File: src/rtl/fwd_hazard_unit_pkg.sv
// Shared constants for the ID-stage forwarding / load-use hazard unit.
// Stall-bus index, FSM state encodings and counter sizing.
package fwd_hazard_unit_pkg;

  localparam int STALL_ID = 2;

  localparam logic [0:0] ST_IDLE = 1'b0;
  localparam logic [0:0] ST_WAIT = 1'b1;

  // Counter must hold LOAD_LAT-1; keep at least one bit for LOAD_LAT=1.
  function automatic int cnt_width(input int load_lat);
    return (load_lat < 1) ? 1 : $clog2(load_lat + 1);
  endfunction

endpackage

File: src/rtl/fwd_hazard_unit_if.sv
// Bus bundle between the pipeline and the forwarding unit.
// The master side drives read ports and write-back sources; the slave returns forwarding results.
interface fwd_hazard_unit_if #(
  parameter int DATA_W  = 32,
  parameter int ADDR_W  = 5,
  parameter int NUM_RD  = 2,
  parameter int STALL_W = 6
);
  logic                     flush;
  logic [STALL_W-1:0]       stall;
  logic [NUM_RD-1:0]        rd_en;
  logic [NUM_RD*ADDR_W-1:0] rd_addr;
  logic                     ex_we;
  logic [ADDR_W-1:0]        ex_waddr;
  logic [DATA_W-1:0]        ex_wdata;
  logic                     ex_is_load;
  logic                     mem_we;
  logic [ADDR_W-1:0]        mem_waddr;
  logic [DATA_W-1:0]        mem_wdata;
  logic                     wb_we;
  logic [ADDR_W-1:0]        wb_waddr;
  logic [DATA_W-1:0]        wb_wdata;
  logic [NUM_RD-1:0]        fwd_sel;
  logic [NUM_RD*DATA_W-1:0] fwd_data;
  logic                     stall_req;

  modport master (
    output flush, stall, rd_en, rd_addr,
    output ex_we, ex_waddr, ex_wdata, ex_is_load,
    output mem_we, mem_waddr, mem_wdata,
    output wb_we, wb_waddr, wb_wdata,
    input  fwd_sel, fwd_data, stall_req
  );

  modport slave (
    input  flush, stall, rd_en, rd_addr,
    input  ex_we, ex_waddr, ex_wdata, ex_is_load,
    input  mem_we, mem_waddr, mem_wdata,
    input  wb_we, wb_waddr, wb_wdata,
    output fwd_sel, fwd_data, stall_req
  );
endinterface

File: src/rtl/fwd_hazard_unit_fwd_port_sel.sv
// One ID read port: EX > MEM > WB > hold priority mux, plus a hold register
// that keeps a MEM/WB value alive while ID is stalled and the producer drains away.
module fwd_port_sel #(
  parameter int DATA_W = 32,
  parameter int ADDR_W = 5
) (
  input  logic              clk,
  input  logic              rst,
  input  logic              flush,
  input  logic              id_hold,
  input  logic              rd_en,
  input  logic [ADDR_W-1:0] rd_addr,
  input  logic              ex_we,
  input  logic [ADDR_W-1:0] ex_waddr,
  input  logic [DATA_W-1:0] ex_wdata,
  input  logic              ex_is_load,
  input  logic              mem_we,
  input  logic [ADDR_W-1:0] mem_waddr,
  input  logic [DATA_W-1:0] mem_wdata,
  input  logic              wb_we,
  input  logic [ADDR_W-1:0] wb_waddr,
  input  logic [DATA_W-1:0] wb_wdata,
  output logic              sel,
  output logic [DATA_W-1:0] data,
  output logic              load_hit
);

  logic              rd_live;
  logic              ex_hit;
  logic              mem_hit;
  logic              wb_hit;
  logic              hold_hit;
  logic              capture;
  logic              hold_valid;
  logic [ADDR_W-1:0] hold_addr;
  logic [DATA_W-1:0] hold_data;

  // r0 is hard-wired zero, so it never matches any producer.
  assign rd_live  = rd_en && (rd_addr != '0);
  assign ex_hit   = rd_live && ex_we  && (ex_waddr  == rd_addr);
  assign mem_hit  = rd_live && mem_we && (mem_waddr == rd_addr);
  assign wb_hit   = rd_live && wb_we  && (wb_waddr  == rd_addr);
  assign hold_hit = rd_live && hold_valid && (hold_addr == rd_addr);
  assign load_hit = ex_hit && ex_is_load;
  assign capture  = id_hold && (mem_hit || wb_hit);

  always_comb begin
    sel  = 1'b0;
    data = '0;
    if (ex_hit && !ex_is_load) begin
      sel  = 1'b1;
      data = ex_wdata;
    end else if (mem_hit) begin
      sel  = 1'b1;
      data = mem_wdata;
    end else if (wb_hit) begin
      sel  = 1'b1;
      data = wb_wdata;
    end else if (hold_hit) begin
      sel  = 1'b1;
      data = hold_data;
    end
  end

  always_ff @(posedge clk or posedge rst) begin
    if (rst) begin
      hold_valid <= 1'b0;
    end else if (flush) begin
      hold_valid <= 1'b0;
    end else if (capture) begin
      hold_valid <= 1'b1;
    end else if (!id_hold) begin
      hold_valid <= 1'b0;
    end
  end

  // Payload is qualified by hold_valid, so it needs no reset.
  always_ff @(posedge clk) begin
    if (capture && !flush) begin
      hold_addr <= rd_addr;
      hold_data <= mem_hit ? mem_wdata : wb_wdata;
    end
  end

endmodule

File: src/rtl/fwd_hazard_unit.sv
// ID-stage forwarding and load-use hazard unit: NUM_RD forwarding ports plus a
// stall FSM that holds ID for LOAD_LAT cycles when a read depends on a load in EX.
module fwd_hazard_unit
  import fwd_hazard_unit_pkg::*;
#(
  parameter int DATA_W   = 32,
  parameter int ADDR_W   = 5,
  parameter int NUM_RD   = 2,
  parameter int LOAD_LAT = 1,
  parameter int STALL_W  = 6
) (
  input logic               clk,
  input logic               rst,
  fwd_hazard_unit_if.slave  bus
);

  localparam int               CNT_W    = cnt_width(LOAD_LAT);
  localparam logic [CNT_W-1:0] CNT_INIT = CNT_W'(LOAD_LAT - 1);
  localparam logic [CNT_W-1:0] CNT_ONE  = CNT_W'(1);

  logic [0:0]               state;
  logic [CNT_W-1:0]         cnt;
  logic [NUM_RD-1:0]        load_hit;
  logic [NUM_RD-1:0]        sel_vec;
  logic [NUM_RD*DATA_W-1:0] data_vec;
  logic                     hazard;
  logic                     stall_int;
  logic                     id_hold;

  assign hazard    = |load_hit;
  assign stall_int = (state == ST_WAIT) || hazard;
  assign id_hold   = bus.stall[STALL_ID] || stall_int;

  for (genvar i = 0; i < NUM_RD; i++) begin : g_port
    fwd_port_sel #(
      .DATA_W (DATA_W),
      .ADDR_W (ADDR_W)
    ) u_sel (
      .clk        (clk),
      .rst        (rst),
      .flush      (bus.flush),
      .id_hold    (id_hold),
      .rd_en      (bus.rd_en[i]),
      .rd_addr    (bus.rd_addr[i*ADDR_W +: ADDR_W]),
      .ex_we      (bus.ex_we),
      .ex_waddr   (bus.ex_waddr),
      .ex_wdata   (bus.ex_wdata),
      .ex_is_load (bus.ex_is_load),
      .mem_we     (bus.mem_we),
      .mem_waddr  (bus.mem_waddr),
      .mem_wdata  (bus.mem_wdata),
      .wb_we      (bus.wb_we),
      .wb_waddr   (bus.wb_waddr),
      .wb_wdata   (bus.wb_wdata),
      .sel        (sel_vec[i]),
      .data       (data_vec[i*DATA_W +: DATA_W]),
      .load_hit   (load_hit[i])
    );
  end

  // With LOAD_LAT=1 the load reaches MEM next cycle, so IDLE never leaves.
  always_ff @(posedge clk or posedge rst) begin
    if (rst) begin
      state <= ST_IDLE;
      cnt   <= '0;
    end else if (bus.flush) begin
      state <= ST_IDLE;
      cnt   <= '0;
    end else begin
      case (state)
        ST_IDLE: begin
          if (hazard && (LOAD_LAT > 1)) begin
            state <= ST_WAIT;
            cnt   <= CNT_INIT;
          end
        end
        default: begin
          if (cnt == CNT_ONE) begin
            state <= ST_IDLE;
            cnt   <= '0;
          end else begin
            cnt <= cnt - CNT_ONE;
          end
        end
      endcase
    end
  end

  assign bus.fwd_sel   = rst ? '0   : sel_vec;
  assign bus.fwd_data  = rst ? '0   : data_vec;
  assign bus.stall_req = rst ? 1'b0 : stall_int;

endmodule

File: src/flat_wrapper.sv
// flat-port wrapper written by rule: the top's interface ports become plain ports
module fwd_hazard_unit_flat import fwd_hazard_unit_pkg::*;
#(
  parameter int DATA_W   = 32,
  parameter int ADDR_W   = 5,
  parameter int NUM_RD   = 2,
  parameter int LOAD_LAT = 1,
  parameter int STALL_W  = 6
)
  (clk, rst, bus_flush, bus_stall, bus_rd_en, bus_rd_addr, bus_ex_we, bus_ex_waddr, bus_ex_wdata, bus_ex_is_load, bus_mem_we, bus_mem_waddr, bus_mem_wdata, bus_wb_we, bus_wb_waddr, bus_wb_wdata, bus_fwd_sel, bus_fwd_data, bus_stall_req);
  fwd_hazard_unit_if #(.DATA_W(DATA_W), .ADDR_W(ADDR_W), .NUM_RD(NUM_RD), .STALL_W(STALL_W)) bus_i ();
  input logic clk;
  input logic rst;
  input wire logic [$bits(bus_i.flush)-1:0] bus_flush;
  input wire logic [$bits(bus_i.stall)-1:0] bus_stall;
  input wire logic [$bits(bus_i.rd_en)-1:0] bus_rd_en;
  input wire logic [$bits(bus_i.rd_addr)-1:0] bus_rd_addr;
  input wire logic [$bits(bus_i.ex_we)-1:0] bus_ex_we;
  input wire logic [$bits(bus_i.ex_waddr)-1:0] bus_ex_waddr;
  input wire logic [$bits(bus_i.ex_wdata)-1:0] bus_ex_wdata;
  input wire logic [$bits(bus_i.ex_is_load)-1:0] bus_ex_is_load;
  input wire logic [$bits(bus_i.mem_we)-1:0] bus_mem_we;
  input wire logic [$bits(bus_i.mem_waddr)-1:0] bus_mem_waddr;
  input wire logic [$bits(bus_i.mem_wdata)-1:0] bus_mem_wdata;
  input wire logic [$bits(bus_i.wb_we)-1:0] bus_wb_we;
  input wire logic [$bits(bus_i.wb_waddr)-1:0] bus_wb_waddr;
  input wire logic [$bits(bus_i.wb_wdata)-1:0] bus_wb_wdata;
  output wire logic [$bits(bus_i.fwd_sel)-1:0] bus_fwd_sel;
  output wire logic [$bits(bus_i.fwd_data)-1:0] bus_fwd_data;
  output wire logic [$bits(bus_i.stall_req)-1:0] bus_stall_req;
  assign bus_i.flush = bus_flush;
  assign bus_i.stall = bus_stall;
  assign bus_i.rd_en = bus_rd_en;
  assign bus_i.rd_addr = bus_rd_addr;
  assign bus_i.ex_we = bus_ex_we;
  assign bus_i.ex_waddr = bus_ex_waddr;
  assign bus_i.ex_wdata = bus_ex_wdata;
  assign bus_i.ex_is_load = bus_ex_is_load;
  assign bus_i.mem_we = bus_mem_we;
  assign bus_i.mem_waddr = bus_mem_waddr;
  assign bus_i.mem_wdata = bus_mem_wdata;
  assign bus_i.wb_we = bus_wb_we;
  assign bus_i.wb_waddr = bus_wb_waddr;
  assign bus_i.wb_wdata = bus_wb_wdata;
  assign bus_fwd_sel = bus_i.fwd_sel;
  assign bus_fwd_data = bus_i.fwd_data;
  assign bus_stall_req = bus_i.stall_req;
  fwd_hazard_unit #(.DATA_W(DATA_W), .ADDR_W(ADDR_W), .NUM_RD(NUM_RD), .LOAD_LAT(LOAD_LAT), .STALL_W(STALL_W)) u_core (.clk(clk), .rst(rst), .bus(bus_i));
endmodule
File: config.mk
export PLATFORM = sky130hd
export DESIGN_NAME = fwd_hazard_unit_flat
export DESIGN_NICKNAME = d
export VERILOG_FILES = /design/src/rtl/fwd_hazard_unit_pkg.sv /design/src/rtl/fwd_hazard_unit_if.sv /design/src/rtl/fwd_hazard_unit_fwd_port_sel.sv /design/src/rtl/fwd_hazard_unit.sv /design/src/flat_wrapper.sv
export SDC_FILE = /design/constraint.sdc
export NUM_CORES = 1
export LEC_CHECK = 0
export ABC_AREA = 1
export BUFFER_PORTS_ARGS = -buffer_cell sky130_fd_sc_hd__buf_2
export CORE_MARGIN = 2
export CORE_UTILIZATION = 26
export CTS_CLUSTER_DIAMETER = 60
export DETAILED_ROUTE_END_ITERATION = 6
export SLEW_MARGIN = 40
export SYNTH_ARGS = -nofsm -noshare
export SYNTH_HDL_FRONTEND = slang
export SYNTH_SLANG_ARGS = --single-unit
File: constraint.sdc
create_clock -name clk -period 4.35 [get_ports clk]
set_clock_uncertainty 0.2 [all_clocks]
set_input_delay 0.2175 -clock clk [delete_from_list [all_inputs] [get_ports clk]]
set_output_delay 0.2175 -clock clk [all_outputs]
set_load 0.02 [all_outputs]
==> results of run 1 <==
## power groups by stage
stage / clock [W] / sequential, W / combinational (W)
3_3_place_gp: 0 / 0.000844 / 0.000290
4_1_cts: 0.000847 / 0.000828 / 0.000328
3_5_place_dp: 0 / 0.000844 / 0.000294
6_report: 0.000822 / 0.000828 / 0.000329
5_1_grt: 0.000883 / 0.000827 / 0.000370
2_1_floorplan: 0 / 0.000844 / 0.000165
## Yosys cell counts, drive strengths merged
| library cell | count |
|---|---|
| a21boi | 2 |
| a21oi | 71 |
| a31oi | 1 |
| buf | 40 |
| clkbuf | 26 |
| dfrtp | 4 |
| edfxtp | 74 |
| inv | 77 |
| nand2 | 273 |
| nand3 | 67 |
| nand4 | 13 |
| nor2 | 86 |
| nor3 | 6 |
| o211ai | 1 |
| o21a | 5 |
| o21ai | 187 |
| o22ai | 2 |
| or2 | 3 |
| xor2 | 9 |
## registers in the layout, indices dropped and copies added (netlist names)
signal,count
u_core.g_port.u_sel.hold_data,64
u_core.state,1
u_core.g_port.u_sel.hold_addr,10
u_core.cnt,1
u_core.g_port.u_sel.hold_valid,2
## how the worst max path moves through the flow
stage | startpoint | endpoint | slack [ns] | cells after the start
finish | bus_rd_addr[1] | bus_fwd_data[1] | 0.88 | 13
global route | bus_rd_addr[4] | bus_fwd_data[11] | 0.61 | 14
CTS | bus_rd_addr[1] | bus_fwd_data[1] | 0.84 | 13
detailed placement | bus_rd_addr[2] | u_core.g_port[0].u_sel.hold_data[11] | 1.34 | 10
global placement | bus_rd_addr[5] | bus_fwd_data[56] | 1.31 | 11
floorplan | bus_rd_addr[4] | u_core.g_port[0].u_sel.hold_addr[0] | 0.99 | 8
## metrics by stage
step	worst slack, ns	instance area, sq um	instances	hold WS [ns]
after global placement	1.31	7460	1408	0.201
after global routing	0.611	8310	1472	0.0146
after floorplan	0.987	6290	947	0.0806
final	0.879	8320	1475	0.0166
after detailed placement	1.34	7500	1409	0.150
after CTS	0.839	8280	1471	0.000180
## worst max-delay path, delay by kind of cell
kind | cells | cell delay, ns
buffers and inverters | 5 | 1.32
AND/OR/NAND/NOR | 7 | 1.26
AO/OA/AOI/OAI | 1 | 0.23
## timing repair
item	4_1_cts	5_1_grt
hold endpoints to repair	64	0
hold buffers	46	0
setup endpoints to repair	0	0
## logic make-up after synthesis
logic type,Yosys count,synth area share
compound gates,269,0.218
xor+xnor,9,0.0125
buf+inv,143,0.102
flops,78,0.369
simple gates,448,0.298
## area by class of cell
| type | count | area [sq um] | area share |
|---|---|---|---|
| Multi-Input combinational cell | 726 | 3380 | 0.406 |
| Timing Repair Buffer | 256 | 1600 | 0.192 |
| Clock inverter | 6 | 86.3 | 0.0104 |
| Tap cell | 319 | 399 | 0.0480 |
| Inverter | 77 | 292 | 0.0351 |
| Antenna cell | 3 | 7.51 | 0.000903 |
| Clock buffer | 10 | 229 | 0.0275 |
| Sequential cell | 78 | 2320 | 0.279 |
## per-layer routing
layer,track usage,wire [um],up-vias,share of wire
met3,0.0287,1430,23,0.064
li1,-,-,3588,-
met4,0.0566,340,0,0.015
met2,0.280,10100,243,0.45
met1,0.238,10400,3169,0.47
met5,0,0,-,0
==> metrics.md, run 1 <==
| Metric | Value |
|---|---|
| Total detailed-routing wirelength | `around 22000 um` |
| Commonest non-fill, non-tap cells in the layout | `sky130_fd_sc_hd__nand2_1, sky130_fd_sc_hd__buf_2, sky130_fd_sc_hd__o21ai_0` |
| Overall die area | `25400 sq um` |
| Result of the run | `complete, no violations` |
| Endpoint of the most critical register-to-register path | `u_core.g_port[1].u_sel.hold_data[3]` |
| Min-Delay Startpoint | `bus_wb_wdata[14]` |
| Final HPWL DP | `14700 um` |
| Hold Path Sink | `u_core.g_port[1].u_sel.hold_data[14]` |
| Worst IR Drop VDD | `between 100 and 150 uV` |
| Internal | `around 0.0015 W` |
| Y dimension of the die | `159 um` |
| Post-DR vias/cell | `~4.8` |
| Total number of vias | `around 7.0k` |
| Top Ports | `203` |
| Fin. max-slew vios | `0` |
| Area growth, synth to finish | `32.3%` |
| Number of antenna-violating nets in the routed design | `0` |
| Most area-hungry cell type in the Yosys netlist | `sky130_fd_sc_hd__edfxtp_1` |
| Top fanout value on the critical path | `37` |
| Type of the worst min-delay path | `in -> reg` |
| Fmax | `a little under 300 MHz` |
| Post-CTS setup buffer count | `0` |
| Fraction of power spent switching nets | `0.262` |
| Static leakage power | `4.02 nW` |
| Cell area after synthesis | `6290 sq um` |
| Total of endpoints with negative setup slack in the final report | `0` |
| Fin. Hold Viols | `0` |
| Total core area | `roughly 24000 sq um` |
| Worst-path cell chain | `dlygate4sd3_1 > buf_2 > inv_2 > nand4_1 > nand2_1 > nor2_1 > nand2_4 > nand2_2 > buf_4 > nand2_1 > a21oi_1 > nor2_1 > buf_2` |
| Setup tns final | `0 ns` |
| Portion of synthesized cell area occupied by the leading cell type | `0.354` |
| Register-to-Register Setup Slack | `between 2 and 2.5 ns` |
| Placer Congestion | `0.885` |
| Wire length of the first global-routing pass | `about 35000 um` |
| Tot GR Track Use | `0.174` |
| Startpoint of the lowest-slack register-to-register path | `u_core.state` |
| Total net switching power | `0.000518 W` |
| Fraction of final layout cells with drive strength greater than 1 | `0.223` |
| Max_cap viols | `0` |
| Total nets after synthesis | `approximately 1.1k` |
| R2R depth | `5` |
| Htree depth | `3` |
| CTS buffer count | `9` |
| Sequential-to-total area share from yosys stat | `0.369` |
| Largest net degree at the start of global routing | `93` |
| Detailed-routing iteration count for the pre-antenna-repair pass | `5` |
| Required time of the critical path | `~3.9 ns` |
| Total Nets Final | `around 1.3k` |
| Arrival time reported for the critical path endpoint | `between 3 and 4 ns` |
| Total overflow reported by the global router | `0` |
| Most common library cell in the layout ignoring fill and taps | `sky130_fd_sc_hd__nand2_1` |
| Effective utilization at floorplan | `0.266` |
| CP peak stage delay | `about 0.52 ns` |
| Worst rel slew slack | `0.548` |
| TritonCTS clock tree | `built` |
| Synth Register Bits | `78` |
| Clock slew at reported path FFs | `roughly 0.060 ns` |
| RSZ-0062 raised after global routing | `no` |
| Clock Latency Late Sink | `~0.34 ns` |
| Power density cells | `238 nW/um^2` |
| CTS Sinks | `between 70 and 80` |
| Hold depth | `3` |
| Drc violations | `0` |
| Crit path time final | `roughly 3.5 ns` |
| Largest cells by area after synthesis | `sky130_fd_sc_hd__edfxtp_1, sky130_fd_sc_hd__nand2_1, sky130_fd_sc_hd__o21ai_0` |
| Synthesized instance count | `between 900 and 1k` |
| Slew at the pin closest to its max-slew limit | `approximately 0.68 ns` |
| Clock network fraction of total power | `0.415` |
| Count of synthesis-stage warnings from yosys | `0` |
| Iter 0 DRT Violations | `500` |
| Final standard cell utilization of the core | `0.352` |
| Per-cell routed wire length | `~15 um` |
| Standard cell with the maximum stage delay on the critical path | `sky130_fd_sc_hd__dlygate4sd3_1` |
| Number of global-route vias before repair | `6598` |
| Sort of element at the end of the critical path | `primary output` |
| Post_cts resized | `0` |
| Type of the setup path with the least slack | `in -> out` |
| Sum of internal, switching and leakage power | `a little under 0.002 W` |
| Port buffer count | `197` |
| # fillers | `~2.5k` |
| Initial antenna violation count | `2` |
| X dimension of the die | `about 160 um` |
| Root buffer cell | `sky130_fd_sc_hd__clkbuf_16` |
| Combinational Power Share | `0.166` |
| Reg power frac | `0.418` |
| Critical path launch point type | `input port` |
| Number of standard-cell rows in the floorplan | `between 50 and 60` |
| Final worst path period share | `0.798` |
| Longest Clk Path Bufs | `2` |
| Average instance area after synthesis | `6.64 sq um` |
| Post-synth cell types | `29` |
No activity file was read; power rests on OpenSTA's default activity.
==> run 2: changes to the inputs <==
ABC_AREA = 0   (was 1)
clock period = 2.9 ns   (was 4.35 ns; I/O delays follow)
==> run 2 against run 1 <==
Against the previous run:
- synthesized cell count shrank 39%
- power up 59%
- register-to-register slack got worse by 0.97 ns
- sequential power is 50% higher
- count of clock-buffer cells in the layout fell by 1
- routed wire length decreased by 2.9%
- worst hold slack better by 0.10 ns
- non-clock buffer count is 95 higher
- critical endpoint is now u_core.g_port[1].u_sel.hold_data[6]
- highest routed layer unchanged
==> metrics.md, run 2 <==
| Metric | Value |
|---|---|
| Fin area | `slightly below 9000 sq um` |
| X dimension of the die | `around 150 um` |
| Hold depth | `4` |
| Register with the highest flop count | `u_core.g_port.u_sel.hold_data` |
| Register-to-Register Setup Slack | `around 1.3 ns` |
| Total overflow reported by the global router | `0` |
| Max reg flops | `64` |
| Sort of element at the end of the critical path | `flop` |
| TritonCTS clock tree | `built` |
| Portion of synthesized cell area occupied by the leading cell type | `0.387` |
| Placed instance count | `approximately 1.0k` |
| Register Area | `2320 sq um` |
| Count of synthesis-stage warnings from yosys | `0` |
| Initial antenna violation count | `0` |
| Htree depth | `3` |
| Dominant cell by count in the synthesized netlist | `sky130_fd_sc_hd__edfxtp_1` |
| Crit path launch | `bus_rd_addr[9]` |
| Fmax | `359 MHz` |
| # diodes | `0` |
| Cell area reported after detailed placement | `between 7000 and 8000 sq um` |
| Result of the run | `complete, no violations` |
| Drc violations | `0` |
| Number of enable flip-flop cells after synthesis | `74` |
| CTS buffer count | `9` |
| Post-DR vias/cell | `5.11` |
| Crit path time final | `roughly 2.8 ns` |
| Placement-stage worst setup slack | `0.0236 ns` |
| Longest Clk Path Bufs | `2` |
| Worst IR Drop VDD | `between 300 and 400 uV` |
| Largest cells by area after synthesis | `sky130_fd_sc_hd__edfxtp_1, sky130_fd_sc_hd__mux2_2, sky130_fd_sc_hd__a221o_1` |
| Total detailed-routing wirelength | `between 20000 and 25000 um` |
| Worst rel slew slack | `0.459` |
| Cell area after synthesis | `between 5000 and 6000 sq um` |
| CTS Sinks | `78` |
| Max_cap viols | `0` |
| Static leakage power | `about 3.4 nW` |
| Iter 0 DRT Violations | `327` |
| Most area-hungry cell type in the Yosys netlist | `sky130_fd_sc_hd__edfxtp_1` |
| Placer Congestion | `0.813` |
| Most common library cell in the layout ignoring fill and taps | `sky130_fd_sc_hd__buf_2` |
| Total core area | `around 22000 sq um` |
| Total Nets Final | `roughly 1k` |
| Final standard cell utilization of the core | `0.406` |
| Largest net degree at the start of global routing | `33` |
| Power density cells | `approximately 360 nW/um^2` |
| Synthesized instance count | `a little under 600` |
| Top fanout value on the critical path | `19` |
| Wire length of the first global-routing pass | `33900 um` |
| Multi-input gate area | `about 3300 sq um` |
| Per-cell routed wire length | `around 18 um` |
| Type of the worst min-delay path | `in -> reg` |
| Clock Latency Late Sink | `between 0.3 and 0.4 ns` |
| Final HPWL DP | `around 15000 um` |
| Number of antenna-violating nets in the routed design | `0` |
| Fin. max-slew vios | `0` |
| Commonest non-fill, non-tap cells in the layout | `sky130_fd_sc_hd__buf_2, sky130_fd_sc_hd__dlygate4sd3_1, sky130_fd_sc_hd__edfxtp_1` |
| # fillers | `2134` |
| Synth Register Bits | `about 80` |
| Average instance area after synthesis | `~10 sq um` |
| Post-synth cell types | `between 40 and 50` |
| Total of endpoints with negative setup slack in the final report | `0` |
| Arrival time reported for the critical path endpoint | `roughly 2.7 ns` |
| Type of the setup path with the least slack | `in -> reg` |
| Slew at the pin closest to its max-slew limit | `around 0.81 ns` |
| Fraction of final layout cells with drive strength greater than 1 | `0.401` |
| Root buffer cell | `sky130_fd_sc_hd__clkbuf_16` |
| Area growth, synth to finish | `54.0%` |
| Sequential-to-total area share from yosys stat | `0.405` |
| Detailed-routing iteration count for the pre-antenna-repair pass | `4` |
| Final worst path period share | `0.960` |
| Critical path launch point type | `input port` |
| Y dimension of the die | `around 150 um` |
| RSZ-0062 raised after global routing | `no` |
| Number of global-route vias before repair | `between 6k and 7k` |
| Predominant post-synthesis flop cell | `sky130_fd_sc_hd__edfxtp_1` |
| Port buffer count | `197` |
| Total number of vias | `approximately 6.0k` |
| Worst setup path endpoint | `u_core.g_port[1].u_sel.hold_data[6]` |
| Ys async rst share | `0.0513` |
| Number of standard-cell rows in the floorplan | `54` |
| Registers with the most flip-flops | `u_core.g_port.u_sel.hold_data x64, u_core.g_port.u_sel.hold_addr x10, u_core.g_port.u_sel.hold_valid x2` |
| Total nets after synthesis | `718` |
| Post-Layout Cell Count | `about 1.2k` |
| Fin. Hold Viols | `0` |
| Final Worst Setup Slack | `0.116 ns` |
| R2R depth | `4` |
| Clock slew at reported path FFs | `0.06 ns` |
| Synth top cells by count | `sky130_fd_sc_hd__edfxtp_1, sky130_fd_sc_hd__nand2_1, sky130_fd_sc_hd__nand3_1` |
| Endpoint of the most critical register-to-register path | `u_core.g_port[0].u_sel.hold_data[6]` |
| Overall die area | `23300 sq um` |
| Post-CTS setup buffer count | `0` |
| Effective utilization at floorplan | `0.264` |
| Sum of internal, switching and leakage power | `between 0.003 and 0.004 W` |
| Startpoint of the lowest-slack register-to-register path | `u_core.state` |
| Top Ports | `203` |
| Required time of the critical path | `roughly 2.8 ns` |
| Tot GR Track Use | `0.184` |
-- run 2: cell types whose count changed in the layout (fill, tap and decap cells not counted), sizes merged, moves of 5 or more --
cell         before  now
nand2           273   70
mux2              0   60
buf             210  243
a221o             0   54
nor4              0    6
a311o             0    6
o21ai           187    6
inv              77    5
o21a              5    0
dlygate4sd3      46  108
nand4            13    5
xnor2             0   29
nor2             86   11
-- run 2: critical path: stages --
cell                            delay [ns]
sky130_fd_sc_hd__buf_2                0.15
sky130_fd_sc_hd__or4_1                0.55
sky130_fd_sc_hd__o21ai_1              0.31
sky130_fd_sc_hd__nand4b_4             0.27
sky130_fd_sc_hd__buf_4                0.31
sky130_fd_sc_hd__mux2_2               0.37
sky130_fd_sc_hd__dlygate4sd3_1        0.56
-- run 2: report_power, final --
part	switching [W]	total (W)	leakage (nW)	internal (W)
clock network	0.000470	0.00139	0.168	0.000923
registers	0.00000178	0.00124	0.721	0.00124
logic	0.000239	0.000515	2.47	0.000276
-- run 2: how the worst min path moves through the flow --
| stage | from | end | slack (ns) |
|---|---|---|---|
| global placement | u_core.cnt | u_core.state | 0.24 |
| global route | bus_stall[2] | u_core.g_port[0].u_sel.hold_valid | 0.17 |
| detailed placement | u_core.cnt | u_core.state | 0.24 |
| CTS | bus_stall[2] | u_core.g_port[0].u_sel.hold_valid | 0.10 |
| floorplan | rst | u_core.cnt | -0.01 |
| finish | bus_stall[2] | u_core.g_port[0].u_sel.hold_valid | 0.12 |
-- run 2: layer usage --
layer  GRT usage  vias to the layer above  part of all wire
met1       0.234                     2870              0.44
li1            -                     2851                 -
met3      0.0390                       28             0.062
met4      0.0705                        0             0.020
met2       0.305                      235              0.48
met5           0                        -                 0
-- run 2: kinds of logic after synthesis --
logic type | count (synthesis) | share of synthesized area
and+or+nand+nor | 196 | 0.171
AOI/OAI and AO/OA | 144 | 0.196
DFF | 78 | 0.405
buffers and inverters | 64 | 0.0490
muxes | 60 | 0.118
xor gates and xnor gates | 40 | 0.0610
-- run 2: what timing repair did --
item / 4_1_cts / 5_1_grt
gates resized for setup: 0 / 7
setup endpoints to repair: 0 / 25
hold buffers: 108 / 0
endpoints found under the hold margin: 82 / 0
-- run 2: cell type report --
type / count / area share
timing repair buffer: 351 / 0.285
tap: 280 / 0.0396
clock buffer: 9 / 0.0255
sequential: 78 / 0.263
multi-input combinational: 440 / 0.369
clock inverter: 6 / 0.0153
inverter: 6 / 0.00255
-- run 2: stage by stage --
stage	setup TNS [ns]	hold slack, ns
after floorplan	0	-0.0106
after global placement	-3.85	0.236
after detailed placement	0	0.242
after CTS	0	0.101
after global routing	0	0.171
final	0	0.118
